File: config.mk
export PLATFORM = sky130hd
export DESIGN_NAME = logic_unit_seq
export DESIGN_NICKNAME = d
export VERILOG_FILES = /design/src/rtl/logic_unit_pkg.sv /design/src/rtl/lane_logic.sv /design/src/rtl/logic_unit_seq.sv
export SDC_FILE = /design/constraint.sdc
export NUM_CORES = 1
export LEC_CHECK = 0
export BUFFER_PORTS_ARGS = -buffer_cell sky130_fd_sc_hd__buf_2
export CAP_MARGIN = 20
export CELL_PAD_IN_SITES_DETAIL_PLACEMENT = 1
export CELL_PAD_IN_SITES_GLOBAL_PLACEMENT = 1
export CORE_UTILIZATION = 44
export CTS_BUF_LIST = sky130_fd_sc_hd__clkbuf_2 sky130_fd_sc_hd__clkbuf_4 sky130_fd_sc_hd__clkbuf_8
export DETAILED_ROUTE_END_ITERATION = 10
export PLACE_DENSITY = 0.85
export SYNTH_ARGS = -nofsm -noshare
export SYNTH_HDL_FRONTEND = slang
export SYNTH_SLANG_ARGS = --single-unit
export TNS_END_PERCENT = 20
File: constraint.sdc
create_clock -name CLK -period 3.3 [get_ports CLK]
set_input_delay 0 -clock CLK [delete_from_list [all_inputs] [get_ports CLK]]
set_output_delay 0 -clock CLK [all_outputs]
set_load 0.03 [all_outputs]
File: src/rtl/logic_unit_pkg.sv
// Shared encodings for the slice-sequential logic unit.
package logic_unit_pkg;

  localparam logic [1:0] LU_AND = 2'b00;
  localparam logic [1:0] LU_OR  = 2'b01;
  localparam logic [1:0] LU_XOR = 2'b10;
  localparam logic [1:0] LU_NOR = 2'b11;

  typedef enum logic [1:0] {
    IDLE = 2'd0,
    RUN  = 2'd1,
    DONE = 2'd2
  } lu_state_e;

endpackage

File: src/rtl/lane_logic.sv
// One LANE-bit slice of the bitwise operation; purely combinational.
module lane_logic
  import logic_unit_pkg::*;
#(
  parameter int unsigned LANE = 8
) (
  input  logic [1:0]      OP,
  input  logic [LANE-1:0] A,
  input  logic [LANE-1:0] B,
  output logic [LANE-1:0] Y
);

  // Select the bitwise function for this slice.
  always_comb begin
    Y = '0;
    case (OP)
      LU_AND:  Y = A & B;
      LU_OR:   Y = A | B;
      LU_XOR:  Y = A ^ B;
      default: Y = ~(A | B);
    endcase
  end

endmodule

File: src/rtl/logic_unit_seq.sv
// Slice-sequential WIDTH-bit logic unit: LANE bits per clock behind a
// valid/ready handshake, with a ZERO flag for branch evaluation.
module logic_unit_seq
  import logic_unit_pkg::*;
#(
  parameter int unsigned WIDTH = 32,
  parameter int unsigned LANE  = 8
) (
  input  logic             CLK,
  input  logic             RST_N,
  input  logic             IN_VALID,
  output logic             IN_READY,
  input  logic [1:0]       OP,
  input  logic [WIDTH-1:0] A,
  input  logic [WIDTH-1:0] B,
  output logic             OUT_VALID,
  input  logic             OUT_READY,
  output logic [WIDTH-1:0] Y,
  output logic             ZERO
);

  localparam int unsigned N  = (LANE > 0) ? WIDTH / LANE : 1;
  localparam int unsigned CW = (N > 1) ? $clog2(N) : 1;
  localparam logic [CW-1:0] LAST = CW'(N - 1);

  if (LANE < 1 || (WIDTH % ((LANE > 0) ? LANE : 1)) != 0) begin : g_param_check
    $error("logic_unit_seq: WIDTH must be a non-zero multiple of LANE");
  end

  lu_state_e        state_q, state_d;
  logic [WIDTH-1:0] a_q, a_d, b_q, b_d, y_q, y_d;
  logic [1:0]       op_q, op_d;
  logic [CW-1:0]    cnt_q, cnt_d;
  logic             nz_q, nz_d, zero_q, zero_d;
  logic [LANE-1:0]  a_s, b_s, slice;
  logic             accept;

  assign IN_READY  = (state_q == IDLE) | ((state_q == DONE) & OUT_READY);
  assign accept    = IN_VALID & IN_READY;
  assign OUT_VALID = (state_q == DONE);
  assign Y         = y_q;
  assign ZERO      = zero_q;

  // Pick the operand slice addressed by the beat counter.
  always_comb begin
    a_s = '0;
    b_s = '0;
    for (int unsigned k = 0; k < N; k++) begin
      if (cnt_q == CW'(k)) begin
        a_s = a_q[k*LANE +: LANE];
        b_s = b_q[k*LANE +: LANE];
      end
    end
  end

  lane_logic #(.LANE(LANE)) u_lane (
    .OP (op_q),
    .A  (a_s),
    .B  (b_s),
    .Y  (slice)
  );

  // Next-state, beat datapath and operand capture.
  always_comb begin
    state_d = state_q;
    a_d     = a_q;
    b_d     = b_q;
    op_d    = op_q;
    cnt_d   = cnt_q;
    nz_d    = nz_q;
    y_d     = y_q;
    zero_d  = zero_q;
    case (state_q)
      IDLE: ;
      RUN: begin
        for (int unsigned k = 0; k < N; k++) begin
          if (cnt_q == CW'(k)) y_d[k*LANE +: LANE] = slice;
        end
        nz_d = nz_q | (|slice);
        if (cnt_q == LAST) begin
          state_d = DONE;
          cnt_d   = '0;
          zero_d  = ~(nz_q | (|slice));
        end else begin
          cnt_d = cnt_q + CW'(1);
        end
      end
      DONE: if (OUT_READY) state_d = IDLE;
      default: state_d = IDLE;
    endcase
    // Accept overrides the DONE->IDLE exit so back-to-back ops go straight to RUN.
    if (accept) begin
      state_d = RUN;
      a_d     = A;
      b_d     = B;
      op_d    = OP;
      cnt_d   = '0;
      nz_d    = 1'b0;
    end
  end

  // State and datapath registers with asynchronous active-low reset.
  always_ff @(posedge CLK or negedge RST_N) begin
    if (!RST_N) begin
      state_q <= IDLE;
      a_q     <= '0;
      b_q     <= '0;
      op_q    <= LU_AND;
      cnt_q   <= '0;
      nz_q    <= 1'b0;
      y_q     <= '0;
      zero_q  <= 1'b1;
    end else begin
      state_q <= state_d;
      a_q     <= a_d;
      b_q     <= b_d;
      op_q    <= op_d;
      cnt_q   <= cnt_d;
      nz_q    <= nz_d;
      y_q     <= y_d;
      zero_q  <= zero_d;
    end
  end

endmodule

======== After elaboration in Yosys (flattened, before gate mapping) ========
Cells that the tools add are included.
storage, ports and cells
  bits of input ports ..................... 70
  memories kept ........................... 0
  bits in writable memories ............... 0
  bits in latches ......................... 0
  register bits after elaboration ......... 104
  word-level logic and storage cells ...... 59
  output and inout port bits .............. 35
  ROM bits ................................ 0
cells by class
  shift operators ......................... 0
  add/subtract/negate cells ............... 1
  divide/modulo/power cells ............... 0
  multiplexer cells ....................... 18
  reductions and logical operators ........ 10
  multipliers ............................. 0
  $lt $le $gt $ge ......................... 0
  bitwise operators ....................... 9
  equality and inequality tests ........... 10
operators with widths
  kind                 count
  $mux 8               8
  $pmux 8 s3           1
  $mux 2               6
  $and 8x8->8          1
  $eq 2x2->1 const B   4
  $not 8->8            1
  $or 8x8->8           1
  $reduce_and 2->1     4
  $reduce_or 8->1      1
  $xor 8x8->8          1
  $eq 2x1->1 const B   3
  $logic_not 2->1      3
  $pmux 2 s3           1
  $ne 3x1->1 const B   1
  $ne 3x3->1 const B   1
  $reduce_and 3->1     1
  $add 2x1->2 const B  1
  $and 1x1->1          2
  $mux 1               2
  $ne 2x2->1 const B   1
  $or 1x1->1           2
  $reduce_bool 2->1    1
  $not 1->1            1

======== Longest topological paths before layout ========
Gate-level depths: netlist (run 1).
  depth after elaboration ................. 12
  depth in mapped cells ................... 14
  depth with buffers taken out ............ 13

======== Cells and area by module ========
Synthesis (run 1) repeated with hierarchy kept, for this count alone.
second synthesis, totals
  cells, all modules ...................... 426
  area total of the unflattened synthesis .. 5098.6 um2
modules (own cells, without submodules)
  module          area each (um2)  cells an instance  sequential area each (um2)  instances
  logic_unit_seq  4551.9           350                2603.7                      1
  lane_logic      546.8            76                 0.0                         1

======== Worst setup path after synthesis (run 1) ========
Ideal clock, no wire load.
  path kind ............................... register -> register
  start ................................... reg cnt_q[0]
  end ..................................... reg nz_q
  library setup time ...................... 0.121 ns
  cell stages (with the launch flop) ...... 14
  setup slack ............................. 0.331 ns
  period minus slack after synthesis ...... 2.969 ns
  buffers on the path ..................... 1
  required time ........................... 3.179 ns
  arrival time ............................ 2.848 ns
  path through ............................ dfrtp_1 > inv_1 > ha_1 > nor2b_1 > clkbuf_1 > a221oi_1 > nor3_1 > a21o_1 > inv_1 > ha_1 > mux2_4 > a2111oi_1 > nand4_1 > a22o_1
on the way
  cells in the longest elaborated chain, start to end .. 12
  elaborated cells between the ends (all ways) .. 21
  those cells by class .................... eq/ne: 3; mux: 11; bitwise: 5; reduce/logical: 2
RTL lines
  element                 line                                RTL
  start, declared         logic_unit_seq.sv:33                logic [CW-1:0] cnt_q, cnt_d;
  start signal, assigned  logic_unit_seq.sv:118               cnt_q <= cnt_d;
  $logic_not 2->1         logic_unit_seq.sv:49                if (cnt_q == CW'(k)) begin
  $mux 8 (4 in series)    logic_unit_seq.sv:49
  $or 8x8->8              lane_logic.sv:18, lane_logic.sv:20
  $not 8->8               lane_logic.sv:20                    default: Y = ~(A | B);
  $pmux 8 s3 *            lane_logic.sv:16                    case (OP)
  $reduce_or 8->1 *       logic_unit_seq.sv:79                nz_d = nz_q | (|slice);
  $or 1x1->1 *            logic_unit_seq.sv:79
  $mux 1 *                logic_unit_seq.sv:73                case (state_q)
  $mux 1 *                logic_unit_seq.sv:92                if (accept) begin
  end signal, assigned    logic_unit_seq.sv:119               nz_q <= nz_d;
  end, declared           logic_unit_seq.sv:34                logic nz_q, nz_d, zero_q, zero_d;
Mark *: on every way between the ends. The rest lies on a longest branch, timed or not. The select of a mux whose other input is x is not followed.
A chain may end at the register's enable or synchronous reset.

======== Worst setup path after layout (run 1) ========
Same ends and word-level chain as after synthesis.

==> reports/metrics.cfg, run 1 <==
[synth]
netlist_area_um2 = 4950
synth.yosys.warnings = 0
synth_enable_flop_cells = 0
netlist_instances = 469
synth_nets = 559
netlist-cell-type-count = 36
synth.ff_latch_count = 104
async_sr_flop_fraction = 1.00
yosys_most_used_dff = dfrtp_1
yosysSeqAreaShare = 0.526
synth_area_per_cell_um2 = 10.6

[global_route]
wire_length_of_the_first_global_routing_pass_um = 26100
first_global_vias = 4814
grt_antenna_before_repair = 0
gr-usage-all-layers = 0.306
grt_max_degree = 88
global_route.overflow_total = 0

[critical_path]
critPathArrivalTime_ns = 3.47
critPathBufInv = 2
worst_r2r_path_depth = 13
worst-path-max-fanout = 6
worstSetupPathType = reg -> reg
timing.critical_path.depth = 13
worst-r2r-setup-slack_ns = 0.11
cp_data_required_time_ns = 3.58
cpMostUsedCell = inv_1
critical_path.reg2reg.endpoint = nz_q
timing.critical_path.cells = inv_1 > ha_2 > nor2b_2 > a221oi_1 > nor3_1 > a21oi_1 > inv_1 > ha_1 > nor2_1 > a211oi_1 > a2111oi_2 > nand4_1 > a22o_1
critical-path-top-delay-family = compound AO/OA/AOI/OAI gates
timing.critical_path.slowest_stage_cell = dfrtp_2
r2r_start = cnt_q[0]
end_kind = register
critical-path-max-stage-delay_ns = 0.46
setup.worst_path.start_class = register

[min_path]
class_of_the_tightest_hold_or_removal_check = in -> async

[drt]
wirelength_um = 16900
ant_nets = 0
violation_count_after_the_first_detailed_routing_iteration = 153
drt-vias-per-instance = 5.56
detailroute.via_count = 4323
first_pass_iters = 4
wire_per_inst_um = 21.7
remaining_drc_errors = 0

[die]
floorplan.initialDensity = 0.455
core_region_area_um2 = 10900
io-pin-count = 105
die-area_um2 = 11700
std_cell_rows = 38
die_x_um = 108
chipHeight_um = 108

[timing]
post-route-period-util = 0.966
worst_pin_slew_ns = 0.871
fin_tns_setup_ns = 0
drv_slew = 0
final.setup_skew_ns = 0.0157
layout_min_cycle_time_ns = 3.19
setup-violations-final = 0
setup_ws_ns = 0.113
slew_headroom = 0.419
achievable_frequency_ghz = 0.314
timing.final.hold_violations = 0

[placement]
dp.final_hpwl_um = 9500
placement.io_buffers = 104
dp_worst_setup_slack_ns = -0.251
place.gp.congestion = 0.785

[clock_network]
clkSinkCount = 104
root_buffer_selected_by_cts = clkbuf_8
cts_max_level = 3
worstSkewPairLatency_ns = 0.39
path_clk_slew_ns = 0.10
ctsLongestPathBuffers = 2
cts_inserted_buffers = 9
post_cts_buffers = 0
tritoncts = yes

[final_layout]
post-route-util = 0.601
post_route_cells_drive_above_1_share = 0.234
num-nets-final = 723
syn2layout_area_growth_pct = 32.3
insertedDiodeCount = 0

[power]
highest_ir_drop_seen_on_vdd_v = 0.000491
p_per_area_nw_per_um2 = 1090
p_leak_uw = 0.00319
total_power_uw = 7160

[flow_run]
drv.max_cap_violation_count = 0

[outcome]
status = completed

## worst max path at each step
stage               startpoint  slack [ns]    to
finish                cnt_q[0]        0.11  nz_q
detailed placement    cnt_q[0]       -0.25  nz_q
CTS                   cnt_q[0]        0.02  nz_q
global route          cnt_q[1]       -0.06  nz_q
global placement      cnt_q[0]       -0.12  nz_q
floorplan             cnt_q[0]        0.33  nz_q
## sequential cells by signal (all words and copies together) (netlist names)
| signal | count |
|---|---|
| Y | 32 |
| b_q | 32 |
| op_q | 2 |
| ZERO | 1 |
| cnt_q | 2 |
| state_q | 2 |
| a_q | 32 |
| nz_q | 1 |
## where the power goes
group          total [µW]  internal (µW)  switching, µW
Combinational        3890           1490           2400
Sequential           2400           1890            512
Clock                 872            409            463
## repair_timing
item	in CTS	in global routing
hold endpoints to repair	152	0
hold buffers	68	0
pin swaps	0	0
setup endpoints to repair	13	8
gates cloned	0	1
gates resized for setup	1	13
## cell families (layout without fill, tap and decap cells)
logic type | Yosys count | after routing | share of synthesized area
and+or+nand+nor | 147 | 148 | 0.129
DFF | 104 | 104 | 0.526
AOI/OAI and AO/OA | 97 | 97 | 0.125
muxes | 56 | 56 | 0.129
buffers and inverters | 45 | 213 | 0.0404
adders and majority gates | 20 | 20 | 0.0505
## worst reg2reg max path: cells and delay by family (launching register included)
kind                     cells  cell delay [ns]
adder cells (fa/ha/maj)      2             0.43
flip-flops                   1             0.46
AO/OA/AOI/OAI                5             1.36
AND/OR/NAND/NOR              4             0.64
buffers and inverters        2             0.19
## stage by stage
stage          area (µm²)  std cells  hold WS (ns)
3_5_place_dp         5580        692         0.204
4_1_cts              6470        776         0.303
6_report             6550        778         0.158
5_1_grt              6550        778         0.196
3_3_place_gp         5580        692         0.198
2_1_floorplan        4950        469        -0.296
## synthesized netlist by cell type (2+ instances only)
library cell	number	share of area
a221oi_1	13	0.023
ha_1	20	0.051
a22o_1	2	0.0035
mux2_1	49	0.11
o31ai_1	2	0.0030
inv_1	15	0.011
o21ai_1	14	0.014
nand2_1	93	0.071
mux2i_1	3	0.0061
nor3_1	12	0.012
clkbuf_1	18	0.014
a2111oi_1	2	0.0040
a21o_1	10	0.015
a211oi_1	7	0.011
a21oi_1	23	0.023
nor2_1	15	0.011
nand3b_1	4	0.0061
mux2_4	3	0.0091
buf_2	7	0.0071
dfrtp_1	103	0.52
nor2b_1	19	0.024
o21ai_0	21	0.021
## cell usage in the layout, fill, tap and decap left out, types with 2 or more instances in the layout
master | synthesis | layout
buf_2 | 7 | 103
dfrtp_1 | 103 | 102
nand2_1 | 93 | 93
dlygate4sd3_1 | 0 | 68
mux2_1 | 49 | 49
o21ai_0 | 21 | 21
a21oi_1 | 23 | 20
nor2b_1 | 19 | 18
ha_1 | 20 | 18
inv_1 | 15 | 14
nor2_1 | 15 | 14
o21ai_1 | 14 | 14
a221oi_1 | 13 | 13
nor3_1 | 12 | 12
a21o_1 | 10 | 10
clkbuf_8 | 0 | 10
a211oi_1 | 7 | 7
buf_4 | 1 | 7
nand3b_1 | 4 | 4
clkbuf_4 | 0 | 4
a21oi_2 | 0 | 3
mux2_4 | 3 | 3
mux2i_1 | 3 | 3
inv_2 | 1 | 2
o31ai_1 | 2 | 2
a22o_1 | 2 | 2
a2111oi_2 | 1 | 2
buf_12 | 0 | 2
## area by class of cell
type,instances,area [µm²]
clock inverter,2,38.8
fill,1198,4340
sequential,104,2610
multi-input combinational,321,2200
timing repair buffer,181,1300
clock buffer,14,168
inverter,16,60.1
tap,140,175
## metal layers
| metal | GRT usage | vias up | share of wire |
|---|---|---|---|
| met4 | 0.157 | 0 | 0.042 |
| met2 | 0.552 | 191 | 0.52 |
| met3 | 0.0627 | 57 | 0.058 |
| met5 | 0 | - | 0 |
| met1 | 0.339 | 2132 | 0.38 |
| li1 | - | 1943 | - |
Power figures use the tool's default switching activity.
==> inputs of run 2 (changes only) <==
--- a/config.mk
+++ b/config.mk
@@ -9,10 +9,10 @@
 export CAP_MARGIN = 20
 export CELL_PAD_IN_SITES_DETAIL_PLACEMENT = 1
 export CELL_PAD_IN_SITES_GLOBAL_PLACEMENT = 1
-export CORE_UTILIZATION = 44
+export CORE_UTILIZATION = 40
 export CTS_BUF_LIST = sky130_fd_sc_hd__clkbuf_2 sky130_fd_sc_hd__clkbuf_4 sky130_fd_sc_hd__clkbuf_8
 export DETAILED_ROUTE_END_ITERATION = 10
-export PLACE_DENSITY = 0.85
+export PLACE_DENSITY = 0.81
 export SYNTH_ARGS = -nofsm -noshare
 export SYNTH_HDL_FRONTEND = slang
 export SYNTH_SLANG_ARGS = --single-unit
==> constraint.sdc (replaced) <==
create_clock -name CLK -period 2.8 [get_ports CLK]
set_input_delay 0 -clock CLK [delete_from_list [all_inputs] [get_ports CLK]]
set_output_delay 0 -clock CLK [all_outputs]
set_load 0.03 [all_outputs]
==> run 2 against run 1 <==
  * The run now ends with setup timing left
  * First-iteration DRC count up 24%
  * Non-clock buffer count up 34
  * Global-route usage down 2.3 points
  * Cell count up 7.8%
  * Largest cell class unchanged
  * Highest routed layer unchanged
==> reports/metrics.cfg, run 2 (synthesized netlist as in run 1, its figures left out) <==
[outcome]
status = complete, but fails checks  ; was completed
violated_checks = setup timing

[timing]
achievable_frequency_ghz = 0.323  ; was 0.314 GHz
fin_tns_setup_ns = -2.81  ; was 0 ns
setup-violations-final = 15  ; was 0
drv_slew = 0  ; unchanged
final.setup_skew_ns = 0.0128  ; was 0.0157 ns
layout_min_cycle_time_ns = 3.09  ; was 3.19 ns
timing.final.hold_violations = 0  ; unchanged
slew_headroom = 0.247  ; was 0.419
worst_pin_slew_ns = 1.13  ; was 0.871 ns
setup_ws_ns = -0.292  ; was 0.113 ns
rsz0062_at_grt = yes
post-route-period-util = 1.10  ; was 0.966

[die]
std_cell_rows = 40  ; was 38
floorplan.initialDensity = 0.410  ; was 0.455
chipHeight_um = 113  ; was 108 µm
die_x_um = 113  ; was 108 µm
core_region_area_um2 = 12100  ; was 10,900 µm²
io-pin-count = 105  ; unchanged
die-area_um2 = 12800  ; was 11,700 µm²

[power]
p_per_area_nw_per_um2 = 1430  ; was 1090 nW/µm²
highest_ir_drop_seen_on_vdd_v = 0.000645  ; was 0.000491 V
p_int_uw = 5520  ; was 3790 µW
clock_power_share = 0.099  ; was 0.122
switching_power_uw = 4790  ; was 3370 µW
pwr-share-seq = 0.285  ; was 0.335
total_power_uw = 10300  ; was 7160 µW
p_leak_uw = 0.00344  ; was 0.00319 µW
power.share.switching = 0.464  ; was 0.471
power.combinational.fraction = 0.616  ; was 0.543

[final_layout]
design_area_um2 = 7230  ; was 6550 µm²
commonest_cells_after_routing_fill_and_taps_aside = 103 x dfrtp_1, 103 x buf_2, 93 x nand2_1, 68 x dlygate4sd3_1, 49 x mux2_1  ; was 103 x buf_2, 102 x dfrtp_1, 93 x nand2_1, 68 x dlygate4sd3_1, 49 x mux2_1
syn2layout_area_growth_pct = 46.1  ; was 32.3%
insertedDiodeCount = 0  ; unchanged
num-nets-final = 756  ; was 723
layoutNonFillerInstCount = 839  ; was 778
post_route_cells_drive_above_1_share = 0.335  ; was 0.234

[drt]
ant_nets = 0  ; unchanged
remaining_drc_errors = 0  ; unchanged
detailroute.via_count = 4456  ; was 4,323
wire_per_inst_um = 21.9  ; was 21.7 µm
violation_count_after_the_first_detailed_routing_iteration = 190  ; was 153
drt-vias-per-instance = 5.31  ; was 5.56
first_pass_iters = 4  ; unchanged
wirelength_um = 18400  ; was 16,900 µm

[critical_path]
setup.worst_path.start_class = register  ; unchanged
critical_path.reg2reg.endpoint = nz_q  ; unchanged
cp_data_required_time_ns = 3.09  ; was 3.58 ns
timing.critical_path.to = nz_q  ; unchanged
end_kind = register  ; unchanged
worst_r2r_path_depth = 15  ; was 13
timing.critical_path.slowest_stage_cell = dfrtp_1  ; was dfrtp_2
r2r_start = cnt_q[0]  ; unchanged
worstSetupPathType = reg -> reg  ; unchanged
timing.critical_path.cells = buf_6 > ha_4 > nor2b_4 > buf_12 > buf_4 > a221oi_2 > nor3_1 > a21o_1 > inv_1 > ha_1 > mux2i_1 > nor2b_2 > a2111oi_4 > nand4_1 > a22o_1  ; was inv_1 > ha_2 > nor2b_2 > a221oi_1 > nor3_1 > a21oi_1 > inv_1 > ha_1 > nor2_1 > a211oi_1 > a2111oi_2 > nand4_1 > a22o_1
critical-path-max-stage-delay_ns = 0.43  ; was 0.46 ns
critical_path.startpoint = cnt_q[0]  ; unchanged
worst-r2r-setup-slack_ns = -0.29  ; was 0.11 ns
critPathArrivalTime_ns = 3.38  ; was 3.47 ns
worst-path-max-fanout = 8  ; was 6

[clock_network]
path_clk_slew_ns = 0.10  ; about the same
tritoncts = yes  ; unchanged
root_buffer_selected_by_cts = clkbuf_8  ; unchanged
worstSkewPairLatency_ns = 0.40  ; was 0.39 ns
cts_inserted_buffers = 9  ; unchanged
clkSinkCount = 104  ; unchanged
cts_max_level = 3  ; unchanged
ctsLongestPathBuffers = 2  ; unchanged

[global_route]
grt_antenna_before_repair = 0  ; unchanged
gr-usage-all-layers = 0.283  ; was 0.306
wire_length_of_the_first_global_routing_pass_um = 26700  ; was 26,100 µm
grt_max_degree = 69  ; was 88
first_global_vias = 4811  ; was 4,814
global_route.overflow_total = 0  ; unchanged

[min_path]
class_of_the_tightest_hold_or_removal_check = in -> async  ; unchanged

[flow_run]
drv.max_cap_violation_count = 0  ; unchanged

[placement]
area_post_placement_um2 = 5800  ; was 5580 µm²
place.gp.congestion = 0.807  ; was 0.785
placement.io_buffers = 104  ; unchanged
place.detailed.instances = 740  ; was 692
dp.final_hpwl_um = 9780  ; was 9500 µm

[run 2: changes by cell type in the layout (fill, tap and decap cells not counted), moves of 4 or more]
cell,before,now
nor2b_1,18,14
buf_6,0,8
nor3_1,12,8
nor3_2,0,4
a21oi_1,20,9
a221oi_1,13,2
buf_4,7,28
a21oi_2,3,13
a221oi_2,0,8
[run 2: cell type report]
class	instances	area [µm²]
multi-input cells	320	2490
fillers	1273	4830
repair buffers	215	1660
clock inverters	4	52.6
well taps	168	210
inverters	16	60.1
clock buffers	12	153
flip-flops and latches	104	2600
[run 2: per-layer routing]
metal / wire, µm / vias to the layer above / global-route usage
met4: 804 / 0 / 0.123
met5: 0 / - / 0
li1: - / 2004 / -
met3: 952 / 55 / 0.0686
met2: 9290 / 168 / 0.504
met1: 7320 / 2229 / 0.321
[run 2: worst min-delay path by stage]
stage | end
after floorplan | Y[0]
after global placement | Y[7]
after detailed placement | Y[23]
after CTS | op_q[1]
after global routing | Y[7]
final | Y[7]
[run 2: critical path, delay by kind of cell (launching register included)]
kind / cells / cell delay [ns]
AO/OA/AOI/OAI: 4 / 0.78
buffers and inverters: 4 / 0.47
adder cells (fa/ha/maj): 2 / 0.46
multiplexers: 1 / 0.15
flip-flops: 1 / 0.43
AND/OR/NAND/NOR: 4 / 0.69
[run 2: per-stage QoR]
stage               hold WS (ns)  worst slack [ns]   util
floorplan                 -0.296            0.0146      -
global placement         -0.0124            -0.233  0.481
detailed placement       0.00189            -0.373  0.481
CTS                        0.128           -0.0240  0.579
global route               0.158            -0.380  0.600
finish                     0.117            -0.292  0.600
[run 2: power groups by stage]
stage                     Combinational (µW)  Clock [µW]  Sequential, µW
after floorplan                         2840           0            2930
after global placement                  4400           0            2750
after global routing                    6780        1090            3000
after CTS                               5410        1020            2830
final                                   6350        1020            2940
after detailed placement                4690           0            2810
[run 2: timing repair]
action / 4_1_cts / 5_1_grt
hold buffers: 68 / 0
buffers inserted: 3 / 11
resized for setup: 41 / 33
setup endpoints to repair: 31 / 34
pin swaps: 16 / 19
gates cloned: 2 / 1
endpoints found under the hold margin: 105 / 0
